**config.mk**
```make
export PLATFORM = sky130hd
export DESIGN_NAME = line_buf_arbiter
export DESIGN_NICKNAME = d
export VERILOG_FILES = /design/src/rtl/line_buf_pkg.sv /design/src/rtl/line_buf_arbiter.sv
export SDC_FILE = /design/constraint.sdc
export NUM_CORES = 1
export LEC_CHECK = 0
export ABC_AREA = 1
export CAP_MARGIN = 20
export CORE_MARGIN = 8
export CORE_UTILIZATION = 30
export DETAILED_ROUTE_END_ITERATION = 10
export PLACE_DENSITY = 0.88
export SLEW_MARGIN = 0
export SYNTH_ARGS = -nofsm -noshare
export SYNTH_HDL_FRONTEND = slang
export SYNTH_SLANG_ARGS = --single-unit
```
**constraint.sdc**
```tcl
create_clock -name clk -period 1.25 [get_ports clk]
set_input_delay 0.1875 -clock clk [delete_from_list [all_inputs] [get_ports clk]]
set_output_delay 0.1875 -clock clk [all_outputs]
set_load 0.05 [all_outputs]
```
**src/rtl/line_buf_pkg.sv**
```systemverilog
// line_buf_pkg: shared line-buffer widths, arbiter state encoding and log2 helper.
package line_buf_pkg;
  localparam int LB_WIDTH = 8;
  localparam int LB_AW = 8;
  typedef enum logic [1:0] {S_IDLE = 2'd0, S_OWN0 = 2'd1, S_OWN1 = 2'd2} state_t;
  function automatic int lb_log2(input int n);
    int r;
    r = 0;
    while ((1 << r) < n) r++;
    return r;
  endfunction
endpackage

```
**src/rtl/line_buf_arbiter.sv**
```systemverilog
// line_buf_arbiter: round-robin, burst-capped two-master arbiter for the line-buffer RAM.
module line_buf_arbiter
  import line_buf_pkg::*;
#(
  parameter int WIDTH = LB_WIDTH,
  parameter int AW = LB_AW,
  parameter int MAX_BURST = 16
) (
  input  logic             clk,
  input  logic             rst,
  input  logic             m0_req,
  input  logic [AW-1:0]    m0_addr,
  input  logic [WIDTH-1:0] m0_din,
  input  logic             m0_we,
  output logic             m0_gnt,
  output logic [WIDTH-1:0] m0_rdata,
  output logic             m0_rvalid,
  input  logic             m1_req,
  input  logic [AW-1:0]    m1_addr,
  input  logic [WIDTH-1:0] m1_din,
  input  logic             m1_we,
  output logic             m1_gnt,
  output logic [WIDTH-1:0] m1_rdata,
  output logic             m1_rvalid,
  output logic [AW-1:0]    mem_addr,
  output logic [WIDTH-1:0] mem_din,
  output logic             mem_we,
  input  logic [WIDTH-1:0] mem_dout
);
  localparam int CW = lb_log2(MAX_BURST);
  state_t r_state;
  logic r_gnt0, r_gnt1, r_last, r_rd_pend, r_rd_who;
  logic [CW-1:0] r_cnt;
  logic w_acc0, w_acc1, w_cap, w_take0, w_take1;
  always_comb begin
    w_acc0 = m0_req & r_gnt0;
    w_acc1 = m1_req & r_gnt1;
    w_cap = r_cnt == CW'(MAX_BURST - 1);
    // from IDLE ties go to the master that is not last; from the other OWN state on release or burst cap
    w_take0 = m0_req & (r_state == S_IDLE ? (~m1_req | r_last) : r_state == S_OWN1 & (~m1_req | w_cap));
    w_take1 = m1_req & (r_state == S_IDLE ? (~m0_req | ~r_last) : r_state == S_OWN0 & (~m0_req | w_cap));
    mem_we = w_acc0 ? m0_we : w_acc1 & m1_we;
    mem_addr = w_acc0 ? m0_addr : w_acc1 ? m1_addr : '0;
    mem_din = w_acc0 ? m0_din : w_acc1 ? m1_din : '0;
  end
  always_ff @(posedge clk) begin
    if (rst) begin
      r_state <= S_IDLE;
      r_gnt0 <= 1'b0;
      r_gnt1 <= 1'b0;
      r_last <= 1'b1;
      r_cnt <= '0;
      r_rd_pend <= 1'b0;
      r_rd_who <= 1'b0;
    end else begin
      r_rd_pend <= (w_acc0 | w_acc1) & ~mem_we;
      r_rd_who <= w_acc1;
      if (w_take0 | w_take1) begin
        r_state <= w_take0 ? S_OWN0 : S_OWN1;
        r_gnt0 <= w_take0;
        r_gnt1 <= w_take1;
        r_last <= w_take1;
        r_cnt <= '0;
      end else if (r_state != S_IDLE && !(r_gnt0 ? m0_req : m1_req)) begin
        r_state <= S_IDLE;
        r_gnt0 <= 1'b0;
        r_gnt1 <= 1'b0;
      end else if ((w_acc0 & m1_req) | (w_acc1 & m0_req)) begin
        r_cnt <= r_cnt + 1'b1;
      end
    end
  end
  assign m0_gnt = r_gnt0;
  assign m1_gnt = r_gnt1;
  assign m0_rvalid = r_rd_pend & ~r_rd_who;
  assign m1_rvalid = r_rd_pend & r_rd_who;
  assign m0_rdata = m0_rvalid ? mem_dout : '0;
  assign m1_rdata = m1_rvalid ? mem_dout : '0;
endmodule

```
==> reports/results.ini, run 1 <==
[outcome]
status = stopped before the end
lastStage = global routing (5_1_grt)
error = [ERROR DPL-0038] Utilization greater than 100%, impossible to legalize

[placed_design]
place_congestion = 0.778
place_hpwl_um = 4250
place_inst = 281
placed_area_um2 = 2510
port_buffers = 82

[floorplanning]
die_h_um = 70.5
start_util_pct = 32.0
chipWidth_um = 70.5
row_count = 19
ios = 83

[cts]
h-tree-depth = 1
cts_root_buffer = clkbuf_4
numCtsBuffers = 3
cts_sinks = 10
cts_max_path_buffers = 2
postCtsHoldBufs = 0

[timing]
worstEndpointType = top-level output
worst_endpoint = mem_addr[6]

[synth]
synth.net_count = 204
yosysSeqAreaShare_pct = 22.5
synth_seq_cells = 10
yosysWarnings = 0
syn-cell-area_um2 = 890
synth_largest_area_cell = dfxtp_1
syn_inst = 157
ys_top_cells_by_area = dfxtp_1, nand2_1, inv_1
synth_area_per_cell_um2 = 5.67
synth_top_area_share_pct = 22.5
synthDistinctLibCells = 25

[global_routing]
grt_max_degree = 20

cell usage after synthesis:
master / number
nand3_1: 3
buf_2: 1
nor2_4: 1
dfxtp_1: 10
o21ai_1: 2
xnor2_1: 1
nand2_2: 1
nand2_4: 1
nand3_4: 2
nand2_1: 42
inv_2: 1
o21ai_0: 16
ha_1: 1
a21oi_2: 1
nand3_2: 1
nand3b_4: 1
o21ai_2: 1
clkinv_1: 1
nor2_1: 24
a21oi_1: 4
clkinv_4: 1
nand3b_1: 1
xor2_1: 1
inv_1: 38
clkbuf_1: 1
logic make-up after synthesis:
family                   count (synthesis)  share of synthesized area (%)
AO/OA/AOI/OAI                           24                           14.3
AND/OR/NAND/NOR                         77                           40.9
flip-flops                              10                           22.5
adder cells (fa/ha/maj)                  1                           1.41
XOR/XNOR                                 2                           1.97
buffers and inverters                   43                           18.8
repair_timing:
item,CTS
pin swaps,2
cloned,1
buffers inserted,4
setup endpoints to repair,42
resized for setup,27
through the flow:
| stage | setup slack (ns) | hold WS [ns] |
|---|---|---|
| floorplan | -0.366 | 0.247 |
| global placement | -0.326 | 0.475 |
| detailed placement | -0.361 | 0.514 |
| CTS | -0.292 | 0.521 |
==> run 2, diff against run 1 <==
--- a/config.mk
+++ b/config.mk
@@ -7,10 +7,10 @@
 export LEC_CHECK = 0
 export ABC_AREA = 1
 export CAP_MARGIN = 20
-export CORE_MARGIN = 8
-export CORE_UTILIZATION = 30
+export CORE_AREA = 8 8 69 71
 export DETAILED_ROUTE_END_ITERATION = 10
-export PLACE_DENSITY = 0.88
+export DIE_AREA = 0 0 77 79
+export PLACE_DENSITY_LB_ADDON = 0.15
 export SLEW_MARGIN = 0
 export SYNTH_ARGS = -nofsm -noshare
 export SYNTH_HDL_FRONTEND = slang
==> run 2 against run 1 <==
The flow now finishes, with violations (setup timing). Synthesized cell count did not move. Synthesized area did not move.
==> reports/results.ini, run 2 <==
[critical_path]
worstSetupEndpointType = output pin
cpMostUsedCell = buf_12
cp.required_ns = 1.06
critPathBufInv = 2
worst-setup-path-type = reg2out
path_cells = nand2_4, nand3_4, buf_12, o21ai_4, buf_12
startpoint_type = flip-flop
path_max_fanout = 6
cpMaxStageDelayCell = dfxtp_4
crit_family = flip-flops
slowest_delay_ns = 0.35
crit_arrival_ns = 1.31

[timing]
finClkSkew_ns = 0.00280
slew_headroom_pct = 84.8
hold_viol = 0
timing.fmax_mhz = 667
min_period_ns = 1.50
final.setup.tns_ns = -5.57
rsz0062_at_grt = yes
fin_crit_sh_pct = 120
final_max_slew_viol_count = 0
tightestPinTransition_ns = 0.227
whs_ns = 0.497
fin_ws_ns = -0.249
setup_viol = 40

[outcome]
failed_checks = setup timing
status = finished with violations  ; was stopped before the end

[synth]
yosysWarnings = 0  ; unchanged
synth-main-ff-cell = dfxtp_1  ; unchanged
syn-cell-area_um2 = 890  ; unchanged
synth_top_area_share_pct = 22.5  ; unchanged
synth.net_count = 204  ; unchanged
yosysSeqAreaShare_pct = 22.5  ; unchanged
yosys-top-cells-count = nand2_1, inv_1, nor2_1  ; unchanged
synth_edf_count = 0  ; unchanged
synthArstFlopShare_pct = 0  ; unchanged
syn_inst = 157  ; unchanged
synthDistinctLibCells = 25  ; unchanged
synth_seq_cells = 10  ; unchanged
synth_area_per_cell_um2 = 5.67  ; unchanged
synth_largest_area_cell = dfxtp_1  ; unchanged
ys_top_cells_by_area = dfxtp_1, nand2_1, inv_1  ; unchanged
yosysMostFrequentCell = nand2_1  ; unchanged

[floorplanning]
dieArea_um2 = 6080
coreArea_um2 = 3800
chipWidth_um = 77  ; was 70.5 um
start_util_pct = 23.4  ; was 32.0%
row_count = 23  ; was 19
ios = 83  ; unchanged
die_h_um = 79  ; was 70.5 um

[cts]
h-tree-depth = 1  ; unchanged
insertion_delay_ns = 0.25
postCtsHoldBufs = 0  ; unchanged
path_clk_slew_ns = 0.05
numCtsBuffers = 3  ; unchanged
cts_max_path_buffers = 2  ; unchanged
cts_tree = yes
cts_sinks = 10  ; unchanged
cts_root_buffer = clkbuf_8  ; was clkbuf_4

[placed_design]
place_hpwl_um = 3580  ; was 4250 um
port_buffers = 82  ; unchanged
place_congestion = 0.822  ; was 0.778

[cells_and_area]
final_common_cell = clkdlybuf4s50_1
largest_reg_flops = 4
syn_to_final_growth_pct = 205
nets = 307
largest_registers = r_cnt (4), r_state (2)
antenna_cells = 0
drive_gt1_share_pct = 43.6
final_cell_mix = clkdlybuf4s50_1, buf_12, nand2_1
regMostFlops = r_cnt

[global_routing]
gr-total-overflow = 0
grt_max_degree = 20
grt.total_usage_pct = 13.9
grt_pass1_wl_um = 6910
first_global_vias = 1318
antenna_found_initial = 0

[routing]
vias = 1342
wl_um = 4260
viasPerCell = 4.34
avgRoutedWirePerCell_um = 13.8
ant_nets = 0
dr.pass1.iters = 4
drc_errors = 0
drtIter0Drc = 35

[pwr]
p_leak_uw = 0.00115
p_per_area_nw_per_um2 = 631
ir_worst_vdd_v = 0.000624

[hold_path]
hp-class = reg2reg

[run]
cap_violations = 0

-- run 2: cell counts after synthesis --
No cell type changed its count.
-- run 2: final timing paths --
check	start	cells after the start	slack (ns)	to
worst max register to register	r_state[0]	8	-0.11	r_rd_pend
worst max-delay path	r_state[0]	5	-0.25	mem_we
worst min register to register	r_last	2	0.50	r_last
worst min-delay path	r_last	2	0.50	r_last
-- run 2: timing repair --
item	4_1_cts	5_1_grt
gates cloned	1	0
buffers inserted	4	2
endpoints found under the setup margin	35	42
gates resized for setup	15	4
pin swaps	2	2
-- run 2: cell families after synthesis --
group           share of synthesized area, %
buf+inv                                 18.8
xor+xnor                                1.97
flops                                   22.5
compound gates                          14.3
simple gates                            40.9
fa+ha+maj                               1.41
-- run 2: worst reg2reg max path, stage by stage, from the launching register on --
cell     delay, ns
dfxtp_4       0.35
nand2_4       0.08
nand3_4       0.14
buf_12        0.19
o21ai_4       0.15
buf_4         0.13
buf_4         0.09
buf_4         0.09
nor2_1        0.03
-- run 2: layer usage --
metal	part of all wire, %	routed length [um]	vias to the layer above	GRT usage (%)
met5	0	0	-	0
met4	0.99	42	0	3.96
met3	8.2	348	6	5.19
met2	50	2110	52	24.0
met1	41	1760	611	15.7
li1	-	-	673	-
-- run 2: where the power goes --
group | switching (uW) | total, uW | internal, uW
registers | 16.1 | 353 | 337
logic | 475 | 937 | 462
clock network | 141 | 419 | 278
-- run 2: layout make-up --
cell class	count	area, um2
timing repair buffer	100	1380
multi-input combinational	104	830
sequential	10	210
inverter	41	170
tap	50	62.6
clock buffer	4	55.1
fill	285	1090
-- run 2: per-stage QoR --
step / util, % / worst slack (ns) / instance area [um2] / instances / power [uW]
4_1_cts: 70.5 / -0.262 / 2680 / 307 / 1710
2_1_floorplan: - / -0.366 / 1170 / 157 / 791
6_report: 71.3 / -0.249 / 2710 / 309 / 1710
3_5_place_dp: 66.2 / -0.360 / 2510 / 298 / 1250
3_3_place_gp: 66.2 / -0.335 / 2510 / 298 / 1240
5_1_grt: 71.3 / -0.286 / 2710 / 309 / 1780
Power figures use the tool's default switching activity.
